File: config.mk
export PLATFORM = sky130hd
export DESIGN_NAME = flash_rom_streamer
export DESIGN_NICKNAME = d
export VERILOG_FILES = /design/src/rtl/flash_rom_streamer.sv
export SDC_FILE = /design/constraint.sdc
export NUM_CORES = 1
export LEC_CHECK = 0
export ABC_AREA = 1
export CORE_UTILIZATION = 30
export DETAILED_ROUTE_END_ITERATION = 7
export HOLD_SLACK_MARGIN = 0.08
export SYNTH_ARGS = -nofsm -noshare
export SYNTH_HDL_FRONTEND = slang
export SYNTH_SLANG_ARGS = --single-unit
File: constraint.sdc
create_clock -name I_CLK -period 3.5 [get_ports I_CLK]
set_clock_uncertainty 0.2 [all_clocks]
set_input_delay 0.7 -clock I_CLK [delete_from_list [all_inputs] [get_ports I_CLK]]
set_output_delay 0.7 -clock I_CLK [all_outputs]
set_load 0.01 [all_outputs]
File: src/rtl/flash_rom_streamer.sv
// Streams a ROM image out of a W25Q64 SPI flash (mode 0 READ) onto the game-loader download bus.
// Define FLASH_FAST_READ_EN to use FAST READ (0x0B) with an 8-clock dummy phase.
module flash_rom_streamer #(
  parameter int CLK_DIV = 2,
  parameter int LEN_W   = 22
) (
  input  logic             I_CLK,
  input  logic             I_RESET_N,
  input  logic             I_START,
  input  logic [23:0]      I_ADDR,
  input  logic [LEN_W-1:0] I_LEN,
  input  logic             I_SPI_MISO,
  output logic             O_SPI_CLK,
  output logic             O_SPI_MOSI,
  output logic             O_SPI_CS_N,
  output logic [7:0]       O_DOWNLOAD_DO,
  output logic             O_DOWNLOAD_WR,
  output logic             O_DOWNLOAD_ON,
  output logic             O_BUSY,
  output logic             O_DONE
);

`ifdef FLASH_FAST_READ_EN
  localparam logic [7:0] CMD_BYTE = 8'h0B;
`else
  localparam logic [7:0] CMD_BYTE = 8'h03;
`endif
  localparam int DIV_W = (CLK_DIV > 1) ? $clog2(CLK_DIV) : 1;
  localparam logic [DIV_W-1:0] DIV_MAX = DIV_W'(CLK_DIV - 1);

  typedef enum logic [2:0] {
    IDLE,
    CMD,
    ADDR,
`ifdef FLASH_FAST_READ_EN
    DUMMY,
`endif
    DATA,
    FINISH
  } state_t;

  state_t           state;
  logic [DIV_W-1:0] div_cnt;
  logic [4:0]       bit_cnt;
  logic [31:0]      tx;
  logic [7:0]       rx;
  logic [LEN_W-1:0] len;
  logic             pend;
  logic             stop;
  logic             sck;
  logic             mosi;
  logic             cs_n;
  logic [7:0]       dout;
  logic             wr;
  logic             on;
  logic             busy;
  logic             done;
  logic             tick;

  // One tick per SCK half-period; the counter restarts when CS_N falls.
  assign tick = (div_cnt == DIV_MAX);

  always_ff @(posedge I_CLK or negedge I_RESET_N) begin
    if (!I_RESET_N) begin
      state   <= IDLE;
      div_cnt <= '0;
      bit_cnt <= '0;
      tx      <= '0;
      rx      <= '0;
      len     <= '0;
      pend    <= 1'b0;
      stop    <= 1'b0;
      sck     <= 1'b0;
      mosi    <= 1'b0;
      cs_n    <= 1'b1;
      dout    <= 8'h00;
      wr      <= 1'b0;
      on      <= 1'b0;
      busy    <= 1'b0;
      done    <= 1'b0;
    end else begin
      done <= 1'b0;
      wr   <= 1'b0;
      case (state)
        IDLE: begin
          if (I_START) begin
            if (I_LEN != '0) begin
              state   <= CMD;
              len     <= I_LEN;
              tx      <= {CMD_BYTE[6:0], I_ADDR, 1'b0};
              mosi    <= CMD_BYTE[7];
              div_cnt <= '0;
              bit_cnt <= '0;
              sck     <= 1'b0;
              pend    <= 1'b0;
              stop    <= 1'b0;
              cs_n    <= 1'b0;
              on      <= 1'b1;
              busy    <= 1'b1;
            end else begin
              done <= 1'b1;
            end
          end
        end
        FINISH: begin
          cs_n  <= 1'b1;
          sck   <= 1'b0;
          mosi  <= 1'b0;
          on    <= 1'b0;
          busy  <= 1'b0;
          done  <= 1'b1;
          state <= IDLE;
        end
        default: begin
          // A completed byte is published one clock after its last SCK period ends.
          if (pend) begin
            pend <= 1'b0;
            wr   <= 1'b1;
            dout <= rx;
            len  <= len - 1'b1;
            if (len == LEN_W'(1)) state <= FINISH;
          end
          if (!stop) begin
            div_cnt <= tick ? '0 : div_cnt + 1'b1;
            if (tick) begin
              if (!sck) begin
                sck <= 1'b1;
                if (state == DATA) rx <= {rx[6:0], I_SPI_MISO};
              end else begin
                // Falling edge closes a bit period; MOSI moves while SCK is low.
                sck     <= 1'b0;
                mosi    <= tx[31];
                tx      <= {tx[30:0], 1'b0};
                bit_cnt <= bit_cnt + 1'b1;
                case (state)
                  CMD: begin
                    if (bit_cnt == 5'd7) begin
                      state   <= ADDR;
                      bit_cnt <= '0;
                    end
                  end
                  ADDR: begin
                    if (bit_cnt == 5'd23) begin
`ifdef FLASH_FAST_READ_EN
                      state   <= DUMMY;
`else
                      state   <= DATA;
`endif
                      bit_cnt <= '0;
                    end
                  end
`ifdef FLASH_FAST_READ_EN
                  DUMMY: begin
                    if (bit_cnt == 5'd7) begin
                      state   <= DATA;
                      bit_cnt <= '0;
                    end
                  end
`endif
                  DATA: begin
                    if (bit_cnt == 5'd7) begin
                      bit_cnt <= '0;
                      pend    <= 1'b1;
                      if (len == LEN_W'(1)) stop <= 1'b1;
                    end
                  end
                  default: ;
                endcase
              end
            end
          end
        end
      endcase
    end
  end

  assign O_SPI_CLK     = sck;
  assign O_SPI_MOSI    = mosi;
  assign O_SPI_CS_N    = cs_n;
  assign O_DOWNLOAD_DO = dout;
  assign O_DOWNLOAD_WR = wr;
  assign O_DOWNLOAD_ON = on;
  assign O_BUSY        = busy;
  assign O_DONE        = done;

endmodule

[Word level (Yosys, flattened, before mapping)]
Cells that the tools add are included.
Operators by class
  bitwise logic cells: 4
  equal/unequal tests: 11
  add/sub/neg operators: 3
  reduce and logical (&&, ||, !) cells: 20
  mux-type cells: 65
Operators by type and width (count)
  two-way mux 32 bit: 5
  two-way mux 22 bit: 3
  one-hot mux 32 bit (2 select lines): 1
  one-hot mux 22 bit (2 select lines): 1
  two-way mux 5 bit: 7
  two-way mux 1 bit: 27
  two-way mux 3 bit: 9
  == test 22 x 1 -> 1 bit (second input constant): 1
  nonzero test 22 bit: 1
  subtractor 22 x 1 -> 22 bit (second input constant): 1
  one-hot mux 5 bit (2 select lines): 2
  one-hot mux 1 bit (2 select lines): 8
  one-hot mux 3 bit (2 select lines): 2
  AND reduction 4 bit: 3
  AND reduction 5 bit: 2
  nonzero test 2 bit: 4
  == test 3 x 2 -> 1 bit (second input constant): 2
  AND reduction 3 bit: 2
  AND reduction 6 bit: 1
  nonzero test 3 bit: 2
  adder 5 x 1 -> 5 bit (second input constant): 1
  == test 5 x 3 -> 1 bit (second input constant): 1
  == test 5 bit (second input constant): 1
  != test 2 bit (second input constant): 2
  9 further kinds: 14
Word-level totals
  output and inout port bits: 15
  word-level logic and storage cells: 118
  register bits after elaboration: 87

[Logic depth before layout (Yosys ltp)]
  word-level depth: 9
  mapped depth: 10
  depth with buffers taken out: 10

[Least setup slack after synthesis]
OpenSTA, ideal clock, no wires.
  path type: input-to-reg
  from: input I_LEN[17]
  to: register len[4]
  setup slack: 1.494 ns
  setup time: 0.120 ns
  arrival time: 1.685 ns
  stages: 8
  required time: 3.180 ns
  cells stage by stage: or2_1 > nor2_4 > nand3_1 > nand3_2 > nand2_4 > buf_4 > o21ai_1 > nand2_1
Between the ends
  word-level cells in the longest chain between the ends: 3
Ends and longest elaborated chain
  from (decl): RTL line 11  | input logic [LEN_W-1:0] I_LEN,
  nonzero test 22 bit: RTL line 87  | if (I_LEN != '0) begin
  != test 2 bit (no line)
  AND reduction 4 bit (no line)
  to (signal assigned): RTL line 120  | len <= len - 1'b1;
  to (decl): RTL line 47  | logic [LEN_W-1:0] len;
No other way between the ends.
A chain may end at the register's enable or synchronous reset.

[Worst setup path after layout]
  from: input I_LEN[10]
  to: register len[4]
The elaborated chain is that of the path after synthesis.

==> results.json <==
{
  "vias": 4080,
  "post-route-drc-count": 0,
  "p_total_uw": 2120,
  "core_area_mm2": 0.01606,
  "num_rows": 46,
  "overflow": 0,
  "p_per_area_mw_per_mm2": 348.4,
  "drtIter0Drc": 246,
  "async_reset_ff_share_pct": 100.0,
  "hpwlAfterDp_um": 7832,
  "netlist_area_mm2": 0.004985,
  "io_buffers": 64,
  "place_area_mm2": 0.005769,
  "synthesis.nets": 675,
  "cts_buffers": 9,
  "dieHeight_um": 130.9,
  "fillers": 1646,
  "ys_seq_area_share_pct": 43.20,
  "tightest_slew_ns": 0.7021,
  "ir_drop_mv": 0.2117,
  "drive_above_1_share_pct": 13.20,
  "clkSinkCount": 86,
  "regArea_mm2": 0.002153,
  "grt_pass1_vias": 3792,
  "die-area_mm2": 0.01713,
  "worstPathRequired_ns": 3.53,
  "cts_tree": "yes",
  "synth-seq-cells": 86,
  "synth_cell_types": 38,
  "arrival_ns": 2.44,
  "synth-edff-count": 0,
  "cts_hold_buf": 0,
  "place_inst": 882,
  "drtAntennaViolNets": 0,
  "period_minus_slack_ns": 2.414,
  "clk_path_buf_depth": 2,
  "timing.slew.headroom_pct": 53.20,
  "diodes": 0,
  "wl_met1_um": 5463,
  "cp-start-kind": "input pin",
  "crit_type": "in2reg",
  "gp_congestion": 0.8392,
  "final_common_cell": "nand2_1",
  "syn_inst": 622,
  "grt_util_all_layers_pct": 14.40,
  "cts_resized": 0,
  "grt_max_degree": 71,
  "crit_fanout": 28,
  "end_kind": "register",
  "ios": 65,
  "design_area_mm2": 0.006085,
  "dr.pass1.iters": 4,
  "avgSynthCellArea_um2": 8.014,
  "drv_cap": 0,
  "highest_layer": "met4",
  "die_x_um": 130.9,
  "synth_warnings": 0,
  "met3_length_um": 401,
  "drt-vias-per-instance": 4.543,
  "status": "finished clean",
  "clock_latency_ns": 0.34,
  "rsz0062_at_grt": "no",
  "post_cts_buffers": 0,
  "finalHoldViolCount": 0,
  "clkTransAtPathRegs_ns": 0.06,
  "final_net_count": 730,
  "h-tree-depth": 3,
  "final_cell_mix": "nand2_1, dfrtp_1, nor2_1",
  "leakagePower_uw": 0.002869,
  "final-setup-viol-count": 0,
  "slew_viol_final": 0,
  "instances_no_fill": 898,
  "multiInputGateArea_mm2": 0.002464,
  "utilization_pct": 37.89,
  "hp-class": "in2async",
  "clock.fmax_mhz": 414.2,
  "syn2layout_area_growth_pct": 22.06,
  "wl_per_cell_um": 12.64,
  "drt-total-wl_um": 11350,
  "grt_pass1_wl_um": 19030,
  "wl_met2_um": 5350,
  "synth-main-ff-cell": "dfrtp_1",
  "finalCritPeriodShare_pct": 68.98,
  "antenna_found_initial": 0,
  "ctsRootBufferMaster": "clkbuf_16",
  "start_util_pct": 31.04,
  "finalSetupTns_ns": 0
}
flip-flops by register name, indices dropped and copies added, names as in the netlist, 3 cells and up:
register / count
tx: 31
O_DOWNLOAD_DO: 8
rx: 8
bit_cnt: 5
len: 22
state: 3
area by class of cell:
cell class                 count  share of cell area (%)
sequential                    86                   35.39
inverter                      47                   2.982
timing repair buffer          69                   11.52
tap                          216                   4.442
clock inverter                 6                   1.419
multi-input combinational    464                   40.49
clock buffer                  10                   3.763
path summary, 6_finish.rpt:
path | from | end | slack (ns) | cells past startpoint
min in group I_CLK | O_SPI_CS_N | O_SPI_CS_N | 0.27 | 2
worst max-delay path | I_LEN[10] | len[4] | 1.09 | 9
worst min-delay path | I_RESET_N | len[5] | 0.20 | 1
worst min register to register | O_SPI_CS_N | O_SPI_CS_N | 0.27 | 2
max in group asynchronous | I_RESET_N | O_SPI_MOSI | 2.25 | 2
worst max register to register | state[0] | tx[23] | 1.23 | 8
metal layers:
metal  GRT usage, %  vias up
met5              0        -
met4          5.003        0
met3          3.094       10
met2          23.84       52
met1          18.54     1884
li1               -     2134
power breakdown:
group	switching, µW	total, µW	internal [µW]
Combinational	38.3	94.1	55.7
Sequential	1.84	998	996
Clock	404	1030	624
stage by stage:
| step | hold WS (ns) | setup slack [ns] |
|---|---|---|
| 6_report | 0.1959 | 1.086 |
| 5_1_grt | 0.2606 | 0.8876 |
| 4_1_cts | 0.2302 | 1.115 |
| 3_5_place_dp | 0.2580 | 0.7587 |
| 3_3_place_gp | 0.2556 | 0.8193 |
| 2_1_floorplan | 0.2044 | 1.494 |
synthesized netlist by cell type (4+ instances only):
master	number	area, µm²
or2_2	15	93.84
mux2i_1	23	230.2
o21ai_2	35	306.5
nor2_2	4	25.02
dfrtp_1	85	2127
nand2_2	4	25.02
nand3_1	59	295.3
nor2_1	64	240.2
nor3_1	4	20.02
o21ai_1	5	25.02
clkbuf_1	4	15.01
buf_6	9	101.4
buf_2	8	40.04
a21oi_1	5	25.02
nand4_1	10	62.56
nand2_1	180	675.7
o21ai_0	26	130.1
nand3b_1	7	52.55
buf_4	4	30.03
inv_1	46	172.7
worst max-delay path: stages:
cell and delay (ns):
clkdlybuf4s50_1 0.42, nor2_1 0.11, nand2_1 0.06, nor2_1 0.33, nand3_1 0.22, nand3_2 0.18
nand2_4 0.21, o21ai_1 0.15, nand2_1 0.06
logic make-up after synthesis:
kind of cell    after synthesis  synth area share [%]
simple gates                357                 32.61
flops                        86                 43.20
compound gates               78                 10.92
buf+inv                      72                 7.380
mux                          23                 4.618
xor+xnor                      3                0.5272
fa+ha+maj                     3                0.7531
Note: power is estimated with default switching activity, not from simulation.
